[src/rtl/qns_pkg.sv]
// Shared constants and code helpers for the QNS modulator / DWA element matcher path.
// Codes are odd integers in [-n_elem, +n_elem]; the helpers map them to unit-element counts.
package qns_pkg;

  localparam int QNS_OUT_W  = 3;
  localparam int QNS_N_ELEM = 2 ** (QNS_OUT_W - 1) - 1;

  function automatic logic code_legal(input int code, input int n_elem = QNS_N_ELEM);
    return ((code % 2) != 0) && (code >= -n_elem) && (code <= n_elem);
  endfunction

  // Number of elements to fire; an illegal code fires none.
  function automatic int code2k(input int code, input int n_elem = QNS_N_ELEM);
    return code_legal(code, n_elem) ? ((code + n_elem) >>> 1) : 0;
  endfunction

endpackage

[src/rtl/dwa_dem_if.sv]
// Sample / element-enable bundle between the modulator side and dwa_dem.
// usage_cnt exists only when DWA_USAGE_CNT_EN is defined.
interface dwa_dem_if #(
  parameter int OUT_W  = 3,
  parameter int N_ELEM = 3,
  parameter int PTR_W  = 2,
  parameter int CNT_W  = 16
);
  logic                    en;
  logic signed [OUT_W-1:0] in;
  logic                    err_clr;
  logic [N_ELEM-1:0]       elem;
  logic [PTR_W-1:0]        ptr;
  logic                    err;
`ifdef DWA_USAGE_CNT_EN
  logic [N_ELEM*CNT_W-1:0] usage_cnt;

  modport master (output en, in, err_clr, input elem, ptr, err, usage_cnt);
  modport slave  (input en, in, err_clr, output elem, ptr, err, usage_cnt);
`else
  modport master (output en, in, err_clr, input elem, ptr, err);
  modport slave  (input en, in, err_clr, output elem, ptr, err);
`endif
endinterface

[src/rtl/dwa_dem_rotator.sv]
// Combinational rotated thermometer: sets k consecutive bits starting at ptr, wrapping mod N_ELEM.
module dwa_dem_rotator #(
  parameter int N_ELEM = 3,
  parameter int PTR_W  = 2
) (
  input  logic [PTR_W:0]    k,
  input  logic [PTR_W-1:0]  ptr,
  output logic [N_ELEM-1:0] elem
);

  // Element i fires when its distance from ptr (walking upward, wrapping) is below k.
  always_comb begin
    // NOTE: every output gets a default first so no path leaves it unassigned (no latch).
    elem = '0;
    for (int i = 0; i < N_ELEM; i++) begin
      int off;
      off = i - int'(ptr);
      if (off < 0) off += N_ELEM;
      elem[i] = (off < int'(k));
    end
  end

endmodule

[src/rtl/dwa_dem.sv]
// Data-weighted-averaging dynamic element matcher: rotates a thermometer code over N_ELEM unit elements.
// Optional per-element saturating usage counters are built when DWA_USAGE_CNT_EN is defined.
module dwa_dem
  import qns_pkg::*;
#(
  parameter int OUT_W  = QNS_OUT_W,
  parameter int N_ELEM = 2 ** (OUT_W - 1) - 1,
  parameter int PTR_W  = (N_ELEM > 1) ? $clog2(N_ELEM) : 1,
  parameter int CNT_W  = 16
) (
  input logic      clk,
  input logic      rstn,
  dwa_dem_if.slave bus
);

  localparam int            KW  = PTR_W + 1;
  localparam logic [PTR_W:0] N_K = KW'(N_ELEM);

  int                 code_s;
  logic               legal;
  logic [PTR_W:0]     k;
  logic [PTR_W:0]     sum;
  logic [PTR_W-1:0]   ptr_q;
  logic [PTR_W-1:0]   ptr_nxt;
  logic [N_ELEM-1:0]  elem_q;
  logic [N_ELEM-1:0]  elem_nxt;
  logic               err_q;

  // k never exceeds N_ELEM, so a single conditional subtract keeps ptr in range.
  always_comb begin
    code_s  = int'(bus.in);
    legal   = code_legal(code_s, N_ELEM);
    k       = KW'(code2k(code_s, N_ELEM));
    sum     = {1'b0, ptr_q} + k;
    ptr_nxt = (sum >= N_K) ? PTR_W'(sum - N_K) : PTR_W'(sum);
  end

  dwa_dem_rotator #(.N_ELEM(N_ELEM), .PTR_W(PTR_W)) u_rot (
    .k    (k),
    .ptr  (ptr_q),
    .elem (elem_nxt)
  );

  // NOTE: state registers use non-blocking assignments so every flop samples pre-edge values.
  always_ff @(posedge clk or negedge rstn) begin
    if (!rstn) begin
      elem_q <= '0;
      ptr_q  <= '0;
      err_q  <= 1'b0;
    end else begin
      if (bus.en) begin
        elem_q <= elem_nxt;
        ptr_q  <= ptr_nxt;
      end
      // A new illegal sample outranks a simultaneous clear.
      if (bus.en && !legal) err_q <= 1'b1;
      else if (bus.err_clr) err_q <= 1'b0;
    end
  end

  assign bus.elem = elem_q;
  assign bus.ptr  = ptr_q;
  assign bus.err  = err_q;

`ifdef DWA_USAGE_CNT_EN
  logic [CNT_W-1:0] cnt_q [N_ELEM];

  // NOTE: these counters are plain flops, not a RAM, so each entry is cleared on reset.
  always_ff @(posedge clk or negedge rstn) begin
    if (!rstn) begin
      for (int i = 0; i < N_ELEM; i++) cnt_q[i] <= '0;
    end else if (bus.en) begin
      for (int i = 0; i < N_ELEM; i++)
        if (elem_nxt[i] && (cnt_q[i] != {CNT_W{1'b1}})) cnt_q[i] <= cnt_q[i] + 1'b1;
    end
  end

  always_comb begin
    bus.usage_cnt = '0;
    for (int i = 0; i < N_ELEM; i++) bus.usage_cnt[i*CNT_W +: CNT_W] = cnt_q[i];
  end
`endif

endmodule

[src/flat_wrapper.sv]
// flat-port wrapper written by rule: the top's interface ports become plain ports
module dwa_dem_flat import qns_pkg::*;
#(
  parameter int OUT_W  = QNS_OUT_W,
  parameter int N_ELEM = 2 ** (OUT_W - 1) - 1,
  parameter int PTR_W  = (N_ELEM > 1) ? $clog2(N_ELEM) : 1,
  parameter int CNT_W  = 16
)
  (clk, rstn, bus_en, bus_in, bus_err_clr, bus_elem, bus_ptr, bus_err);
  dwa_dem_if #(.OUT_W(OUT_W), .N_ELEM(N_ELEM), .PTR_W(PTR_W), .CNT_W(CNT_W)) bus_i ();
  input logic clk;
  input logic rstn;
  input wire logic [$bits(bus_i.en)-1:0] bus_en;
  input wire logic [$bits(bus_i.in)-1:0] bus_in;
  input wire logic [$bits(bus_i.err_clr)-1:0] bus_err_clr;
  output wire logic [$bits(bus_i.elem)-1:0] bus_elem;
  output wire logic [$bits(bus_i.ptr)-1:0] bus_ptr;
  output wire logic [$bits(bus_i.err)-1:0] bus_err;
  assign bus_i.en = bus_en;
  assign bus_i.in = bus_in;
  assign bus_i.err_clr = bus_err_clr;
  assign bus_elem = bus_i.elem;
  assign bus_ptr = bus_i.ptr;
  assign bus_err = bus_i.err;
  dwa_dem #(.OUT_W(OUT_W), .N_ELEM(N_ELEM), .PTR_W(PTR_W), .CNT_W(CNT_W)) u_core (.clk(clk), .rstn(rstn), .bus(bus_i));
endmodule
[config.mk]
export PLATFORM = sky130hd
export DESIGN_NAME = dwa_dem_flat
export DESIGN_NICKNAME = d
export VERILOG_FILES = /design/src/rtl/qns_pkg.sv /design/src/rtl/dwa_dem_if.sv /design/src/rtl/dwa_dem_rotator.sv /design/src/rtl/dwa_dem.sv /design/src/flat_wrapper.sv
export SDC_FILE = /design/constraint.sdc
export NUM_CORES = 1
export LEC_CHECK = 0
export BUFFER_PORTS_ARGS = -buffer_cell sky130_fd_sc_hd__buf_2
export CAP_MARGIN = 15
export CORE_MARGIN = 8
export CORE_UTILIZATION = 36
export CTS_CLUSTER_DIAMETER = 30
export DETAILED_ROUTE_END_ITERATION = 16
export SETUP_SLACK_MARGIN = 0.02
export SLEW_MARGIN = 10
export SYNTH_ARGS = -nofsm -noshare
export SYNTH_HDL_FRONTEND = slang
export SYNTH_SLANG_ARGS = --single-unit
[constraint.sdc]
create_clock -name clk -period 2.3 [get_ports clk]
set_input_delay 0.46 -clock clk [delete_from_list [all_inputs] [get_ports clk]]
set_output_delay 0.46 -clock clk [all_outputs]
set_load 0.03 [all_outputs]
* Word-level counts from Yosys, hierarchy flattened
Index checks and enable logic that the tools add are counted.
** Storage, ports and cells
- Bits in registers :: 6
- Input port bits :: 7
- Logic and storage cells :: 35
- Output and inout bits :: 6
** Operators by class
- Magnitude comparators :: 9
- Reductions and logical operators :: 6
- Muxes and demuxes :: 7
- Bitwise logic cells :: 1
- $add $sub $neg :: 9
** Operator list (number)
- < comparator 32 x 4 -> 1 bit :: 3
- two-way mux 32 bit :: 3
- adder 32 x 3 -> 32 bit, second input constant :: 1
- < comparator 32 x 1 -> 1 bit, second input constant :: 1
- nonzero test 32 bit :: 1
- adder 3 x 3 -> 4 bit, second input constant :: 3
- < comparator 3 x 1 -> 1 bit, second input constant :: 2
- subtractor 1 x 2 -> 3 bit, first input constant :: 2
- adder 2 x 3 -> 3 bit :: 1
- >= comparator 3 x 2 -> 1 bit, second input constant :: 1
- >= comparator 3 bit, second input constant :: 1
- <= comparator 3 bit, second input constant :: 1
- logical AND 1 bit :: 3
- two-way mux 3 bit :: 1
- subtractor 2 x 2 -> 3 bit, first input constant :: 1
- two-way mux 1 bit :: 2
- two-way mux 2 bit :: 1
- nonzero test 2 bit :: 1
- subtractor 2 bit, second input constant :: 1
- AND 1 bit :: 1
- zero test 1 bit :: 1

* Longest topological paths before layout
Gate-level depths: netlist of run 1.
- Depth after elaboration :: 8
- Depth in mapped cells :: 15
- Depth with buffers taken out :: 15

* Cells and area by module
From an unflattened synthesis of run 1, not the netlist that was laid out.
** Second synthesis, totals
- Cell total of the unflattened synthesis :: 72
- Area total of the unflattened synthesis :: 688.2 µm²
** Modules (own cells, without submodules)
- dwa_dem :: area an instance 400.4 µm², times used 1, cells each 39, seq. area each 150.1 µm²
- dwa_dem_rotator :: area an instance 287.8 µm², times used 1, cells each 33, seq. area each 0.0 µm²

* Worst setup path after synthesis of run 1
OpenSTA, ideal clock, no wires.
- Kind :: input to register
- Start :: input port bus_in[0]
- End :: register u_core.ptr_q[0] (netlist: u_core.bus.ptr[0])
- Data required time :: 2.234 ns
- Buffers on the path :: 0
- Library setup time :: 0.066 ns
- Data arrival time :: 3.008 ns
- Setup slack :: -0.774 ns
- Stages on the path :: 15
- Cells stage by stage :: ha_1 ha_1 xor2_2 xnor2_2 o21ai_1 nor2_1 ha_1 inv_1 fa_1 inv_1 ha_1 nand2b_1 or2_1 a21oi_1 mux2_2
** Between the ends
- Word-level cells in the longest chain between the ends :: 8
- Elaborated cells on any way between the ends :: 12
- Classes of those cells :: 3 x add/sub; 3 x order compare; 2 x mux; 1 x bitwise; 3 x reduce/logical
** Ends and longest elaborated chain
- start, declared :: line flat_wrapper.sv:14 : input wire logic [$bits(bus_i.in)-1:0] bus_in;
- AND 1 bit (no line)
- nonzero test 32 bit :: line qns_pkg.sv:9 : return ((code % 2) != 0) && (code >= -n_elem) && (code <= n_elem);
- logical AND 1 bit (2 in a row) :: line qns_pkg.sv:9
- two-way mux 3 bit (*) :: line qns_pkg.sv:14 : return code_legal(code, n_elem) ? ((code + n_elem) >>> 1) : 0;
- adder 2 x 3 -> 3 bit (*) :: line dwa_dem.sv:34 : sum = {1'b0, ptr_q} + k;
- >= comparator 3 x 2 -> 1 bit / subtractor 2 bit (equally long branches) :: line dwa_dem.sv:35 : ptr_nxt = (sum >= N_K) ? PTR_W'(sum - N_K) : PTR_W'(sum);
- two-way mux 2 bit (*) :: line dwa_dem.sv:35
- end signal, assigned :: line dwa_dem.sv:53 : ptr_q <= ptr_nxt;
- end, declared :: line dwa_dem.sv:23 : logic [PTR_W-1:0] ptr_q;
Mark *: on every way between the ends. The rest lies on a longest branch, timed or not.
A chain may end at the register's enable or synchronous reset.

* Worst setup path in the final report of run 1
Same ends and word-level chain as after synthesis.

==> key figures, run 1 <==
Outcome
  • Status: finished with violations
  • Failing checks: negative setup slack

Synth
  • Area leader, netlist: ha_1
  • Post-synth top area share: 0.312
  • Count of cell types in the netlist: 28
  • Seq/Total Area, Yosys: 0.197
  • Yosys warns: 0
  • Synth top area cells: ha_1 31%, dfrtp_1 20%, nor2_1 5.4%
  • Area of the mapped netlist: ~760 sq um
  • Synthesized flop and latch total: 6
  • Syn Area/Cell: approximately 9 sq um
  • Mapped Cells: 84

Cells and area
  • Reg area: 150 sq um
  • Multi-input gate area: 627 sq um
  • Post-route cell area: ~1100 sq um
  • Layout filler cell count: approximately 170
  • Nets: roughly 150
  • # diodes: 0
  • Share of layout cells above drive strength 1: 0.378
  • Syn-to-layout area delta: 40.1%

Drt
  • Average via count per standard cell: around 4.4
  • Drt pass-1 iters: 4
  • Number of remaining DRC errors: 0
  • DR WL/cell: between 9 and 10 um
  • DRT antenna net count: 0
  • Detailed Route Iter0 Violations: 44
  • Routed wire length: around 1400 um
  • DR vias: 640

Global route
  • Vias in the first global route: 664
  • GRT Total Usage: 0.0910
  • Largest net degree at the start of global routing: 11
  • Initial antenna violation count: 0
  • First-pass GRT wire length: 2570 um
  • Final global-route overflow total: 0

Timing
  • Max frequency: between 300 and 400 MHz
  • Post-route setup slack: -508 ps
  • Period Utilization, post-route: 1.22
  • Crit path time final: approximately 2800 ps
  • Clock skew: roughly 0.93 ps
  • Setup-failing EPs final: 2
  • Slew Limit Fails: 0
  • Hold_ws: between 30 and 40 ps
  • Fin. Hold Viols: 0
  • RSZ-0062 raised after global routing: yes

Worst setup path
  • Critical-path maximum fanout: 3
  • Crit path max-delay cell type: fa_1
  • CP Cell Sequence: buf_6, ha_4, ha_4, xor2_2, xnor2_2, o21ai_2, nor2_1, ha_2, inv_2, fa_1, inv_2, ha_2, nand2b_4, or2_1, a21oi_1, mux2_2
  • WP data required: ~2500 ps
  • Crit-path leading delay family: adder cells
  • CP Launch Type: input pin
  • Worst setup EP type: flop
  • Crit-path max cell delay: between 400 and 500 ps
  • Setup CP Type: input pin to flop
  • CP Buf/Inv Count: 3
  • WP data arrival: roughly 3000 ps

Floorplanning
  • Cell Rows: 16
  • Die Height: just over 60 um
  • Core area: roughly 2000 sq um
  • Die Width: 62.0 um
  • Die ar.: between 3000 and 4000 sq um
  • Starting density of the core: 0.384
  • Ports: 13

CTS
  • CTS tree: done
  • Clk sinks: 6
  • Clk slew on worst S/H paths: about 40 ps
  • CTS Buffer Depth: 2
  • Total CTS buffers: 3
  • Htree depth: 1
  • Clk_lat worst skew: 240 ps
  • Clock root cell: clkbuf_4

Power and ir drop
  • Peak VDD IR: about 0.00038 V
  • Lkg Pwr: about 0.54 nW
  • Pwr/cell area: approximately 870 nW/um^2

Job
  • MaxCap Viol Count: 0

Placed design
  • Hpwl dp: approximately 1300 um
  • PortBufs: 12
  • GPL Wtd Cong: between 0.7 and 0.8
  • DP Area: roughly 1000 sq um

Min path
  • Worst hold path class: input pin to asynchronous set/reset pin
==> logic make-up (layout without fill, tap and decap cells) <==
| logic type | after synthesis | after routing | share of synthesized area |
|---|---|---|---|
| buffers and inverters | 10 | 41 | 0.0542 |
| xor gates and xnor gates | 3 | 3 | 0.0542 |
| and+or+nand+nor | 24 | 24 | 0.164 |
| muxes | 4 | 4 | 0.0542 |
| AOI/OAI and AO/OA | 15 | 15 | 0.128 |
| other | 2 | 6 | 0.00986 |
| DFF | 6 | 6 | 0.197 |
| adders and majority gates | 20 | 20 | 0.338 |
==> synthesized netlist by cell type (all sizes together) <==
cell,instances
a31oi,2
nor3b,1
mux2,1
conb,2
inv,9
and2,2
xnor2,2
o211ai,1
nand2b,3
o41ai,1
nor2,11
nand3b,1
o21ai,5
dfrtp,6
buf,1
ha,19
xor2,1
fa,1
or3b,1
nor4,1
nand2,3
a22o,1
or2,1
o31ai,2
a21oi,3
mux2i,3
==> metrics by stage <==
step / cells / setup TNS (ps) / utilization / total power (W) / setup slack, ps
2_1_floorplan: 88 / -1210 / - / 0.000616 / -630
3_3_place_gp: 141 / -2220 / 0.505 / 0.000793 / -836
3_5_place_dp: 141 / -2350 / 0.505 / 0.000804 / -863
4_1_cts: 145 / -1020 / 0.535 / 0.000926 / -523
5_1_grt: 146 / -1190 / 0.539 / 0.00105 / -610
6_report: 146 / -985 / 0.539 / 0.000933 / -508
==> sequential cells by signal (all words and copies together) (netlist names) <==
name	count
u_core.bus.ptr	2
u_core.bus.elem	3
u_core.bus.err	1
==> cells in the final DEF (no fill, tap or decap), drive strengths merged <==
cell | Yosys | routed
a21oi | 3 | 3
a22o | 1 | 1
a31oi | 2 | 2
and2 | 2 | 2
buf | 1 | 29
clkbuf | 0 | 3
conb | 2 | 6
dfrtp | 6 | 6
fa | 1 | 1
ha | 19 | 19
inv | 9 | 9
mux2 | 1 | 1
mux2i | 3 | 3
nand2 | 3 | 3
nand2b | 3 | 3
nand3b | 1 | 1
nor2 | 11 | 11
nor3b | 1 | 1
nor4 | 1 | 1
o211ai | 1 | 1
o21ai | 5 | 5
o31ai | 2 | 2
o41ai | 1 | 1
or2 | 1 | 1
or3b | 1 | 1
xnor2 | 2 | 2
xor2 | 1 | 1
==> routing by layer <==
layer,vias up,share of wire,GRT usage
met5,-,0,0
met4,0,0,0.0682
met3,0,0.038,0.0185
met2,8,0.51,0.158
met1,282,0.45,0.0942
li1,350,-,-
==> cell type report <==
class / count / share of cell area
multi-input combinational: 72 / 0.587
timing repair buffer: 29 / 0.188
sequential: 6 / 0.141
inverter: 9 / 0.0317
tap: 27 / 0.0317
clock buffer: 3 / 0.0211
==> worst paths after layout <==
check	startpoint	end	slack, ps	cells after the start
setup / recovery	bus_in[0]	u_core.bus.ptr[0]	-510	16
hold / removal	rstn	u_core.bus.ptr[0]	40	1
setup reg to reg	u_core.bus.ptr[1]	u_core.bus.ptr[0]	290	8
hold reg to reg	u_core.bus.elem[1]	u_core.bus.elem[1]	500	2
max in group asynchronous	rstn	u_core.bus.elem[0]	2120	1
min in group clk	u_core.bus.elem[1]	u_core.bus.elem[1]	500	2
==> what timing repair did <==
item,in CTS,in global routing
hold endpoints to repair,0,0
pin swaps,5,2
gates cloned,0,0
resized for setup,8,1
buffers inserted,1,1
endpoints found under the setup margin,2,5
hold buffers,0,0
==> report_power, final <==
part,internal (W),switching [W]
sequential,0.000149,0.0000311
combinational,0.000302,0.000358
clock,0.0000587,0.0000335
(Power assumes the default switching activity.)
==> run 2: changes to the inputs <==
--- a/config.mk
+++ b/config.mk
@@ -9,10 +9,13 @@
 export CAP_MARGIN = 15
 export CORE_MARGIN = 8
 export CORE_UTILIZATION = 36
+export CTS_BUF_LIST = sky130_fd_sc_hd__clkbuf_16
 export CTS_CLUSTER_DIAMETER = 30
 export DETAILED_ROUTE_END_ITERATION = 16
 export SETUP_SLACK_MARGIN = 0.02
+export SKIP_LAST_GASP = 1
 export SLEW_MARGIN = 10
 export SYNTH_ARGS = -nofsm -noshare
 export SYNTH_HDL_FRONTEND = slang
 export SYNTH_SLANG_ARGS = --single-unit
+export TNS_END_PERCENT = 5
==> key figures, run 2 (synthesis gave the netlist of run 1 again) <==
Cells and area
  • Share of layout cells above drive strength 1: 0.353
  • Nets: 148
  • Final cell count without fillers: around 150
  • Syn-to-layout area delta: 45.0%
  • Post-route cell area: around 1100 sq um
  • Multi-input gate area: about 620 sq um
  • Layout filler cell count: roughly 170
  • Commonest cells after routing, fill and taps aside: 17 x ha_1, 17 x buf_4, 12 x buf_2, 10 x nor2_1, 9 x inv_1
  • Reg area: about 150 sq um
  • # diodes: 0
  • Max FFs per register: 3

Drt
  • Drt pass-1 iters: 4
  • Routed wire length: approximately 1400 um
  • Detailed Route Iter0 Violations: 7
  • DR vias: between 600 and 700
  • DRT antenna net count: 0
  • DR WL/cell: 9.79 um
  • Average via count per standard cell: between 4 and 5
  • Number of remaining DRC errors: 0

Timing
  • RSZ-0062 raised after global routing: yes
  • Crit path time final: ~2800 ps
  • Setup tns final: -1050 ps
  • Fin. Hold Viols: 0
  • Post-route setup slack: -544 ps
  • Clock skew: approximately 1.3 ps
  • Period Utilization, post-route: 1.24
  • Max frequency: between 300 and 400 MHz
  • Hold_ws: about 50 ps
  • Setup-failing EPs final: 2
  • Slew Limit Fails: 0

CTS
  • Clk_lat worst skew: about 230 ps
  • Clk slew on worst S/H paths: 30 ps
  • CTS Buffer Depth: 2
  • CTS tree: done
  • Total CTS buffers: 3
  • Clk sinks: 6
  • Clock root cell: clkbuf_16
  • Hold-fix buffers, CTS: 0
  • Htree depth: 1

Global route
  • Vias in the first global route: about 670
  • First-pass GRT wire length: 2610 um
  • Initial antenna violation count: 0
  • Final global-route overflow total: 0
  • Largest net degree at the start of global routing: 11
  • GRT Total Usage: 0.0939

Floorplanning
  • Starting density of the core: 0.384
  • Die Height: between 60 and 70 um
  • Die Width: just over 60 um
  • Cell Rows: 16
  • Core area: 1980 sq um
  • Ports: 13
  • Die ar.: 3840 sq um

Worst setup path
  • Worst setup EP type: flop
  • Critical-path maximum fanout: 3
  • Worst reg-to-reg path cell count: 8
  • Beginning of the critical path: bus_in[0]
  • CP Depth: 16
  • WP data required: around 2500 ps
  • Setup CP Type: input pin to flop
  • Crit-path leading delay family: adder cells
  • CP Buf/Inv Count: 3
  • Crit-path max cell delay: approximately 470 ps
  • CP Cell Sequence: buf_2, ha_4, ha_4, xor2_2, xnor2_2, o21ai_2, nor2_1, ha_1, inv_1, fa_1, inv_1, ha_1, nand2b_4, or2_1, a21oi_1, mux2_2
  • Reg-to-Reg Start: u_core.bus.ptr[1]
  • CP Launch Type: input pin
  • Crit path max-delay cell type: fa_1
  • WP data arrival: about 3000 ps

Power and ir drop
  • Pwr/cell area: around 1000 nW/um^2
  • Peak VDD IR: roughly 0.00067 V
  • Total power: about 0.0011 W
  • Lkg Pwr: 0.565 nW

Outcome
  • Failing checks: negative setup slack
  • Status: finished with violations

Placed design
  • GPL Wtd Cong: 0.744
  • Hpwl dp: ~1300 um
  • DP Area: approximately 1000 sq um
  • Placed insts: approximately 140
  • PortBufs: 12

Min path
  • Worst hold path class: input pin to asynchronous set/reset pin

Job
  • MaxCap Viol Count: 0
run 2: cell counts in the layout (fill, tap and decap cells not counted):
Identical to the previous run, type by type.
run 2: area by class of cell:
class | instances | area share
flip-flops and latches | 6 | 0.136
inverters | 9 | 0.0306
repair buffers | 29 | 0.170
multi-input cells | 72 | 0.565
clock buffers | 3 | 0.0680
well taps | 27 | 0.0306
run 2: metal layers:
layer | global-route usage | routed length [um] | vias up
met5 | 0 | 0 | -
met4 | 0.0877 | 63 | 0
met3 | 0.0144 | 70 | 5
met2 | 0.162 | 676 | 13
met1 | 0.0942 | 619 | 281
li1 | - | - | 348
run 2: path summary, 6_finish.rpt:
kind / end / slack (ps)
max in group asynchronous: u_core.bus.elem[0] / 2110
min in group clk: u_core.bus.elem[1] / 500
worst min register to register: u_core.bus.elem[1] / 500
worst max register to register: u_core.bus.ptr[0] / 280
worst min-delay path: u_core.bus.ptr[0] / 50
worst max-delay path: u_core.bus.ptr[0] / -540
run 2: report_power, final:
group	leakage, nW	total (W)	internal [W]	switching (W)
sequential	0.0690	0.000179	0.000149	0.0000306
clock	0.0370	0.000278	0.000223	0.0000553
combinational	0.459	0.000645	0.000289	0.000356
total	0.565	0.00110	0.000661	0.000442
run 2: stage by stage:
step / utilization / setup slack [ps]
6_report: 0.557 / -544
2_1_floorplan: - / -630
3_3_place_gp: 0.505 / -836
3_5_place_dp: 0.505 / -863
5_1_grt: 0.557 / -674
4_1_cts: 0.549 / -565
run 2: worst reg2reg max path, stage by stage, from the launching register on:
cell      delay, ps
dfrtp_1         410
inv_1           150
fa_1            550
inv_1            50
ha_1            170
nand2b_4        140
or2_1           220
a21oi_1         120
mux2_2          150
run 2: repair_timing:
item / CTS / global route
setup buffers: 1 / 1
endpoints found under the setup margin: 4 / 5
pin swaps: 5 / 3
resized for setup: 1 / 2
cloned: 0 / 0
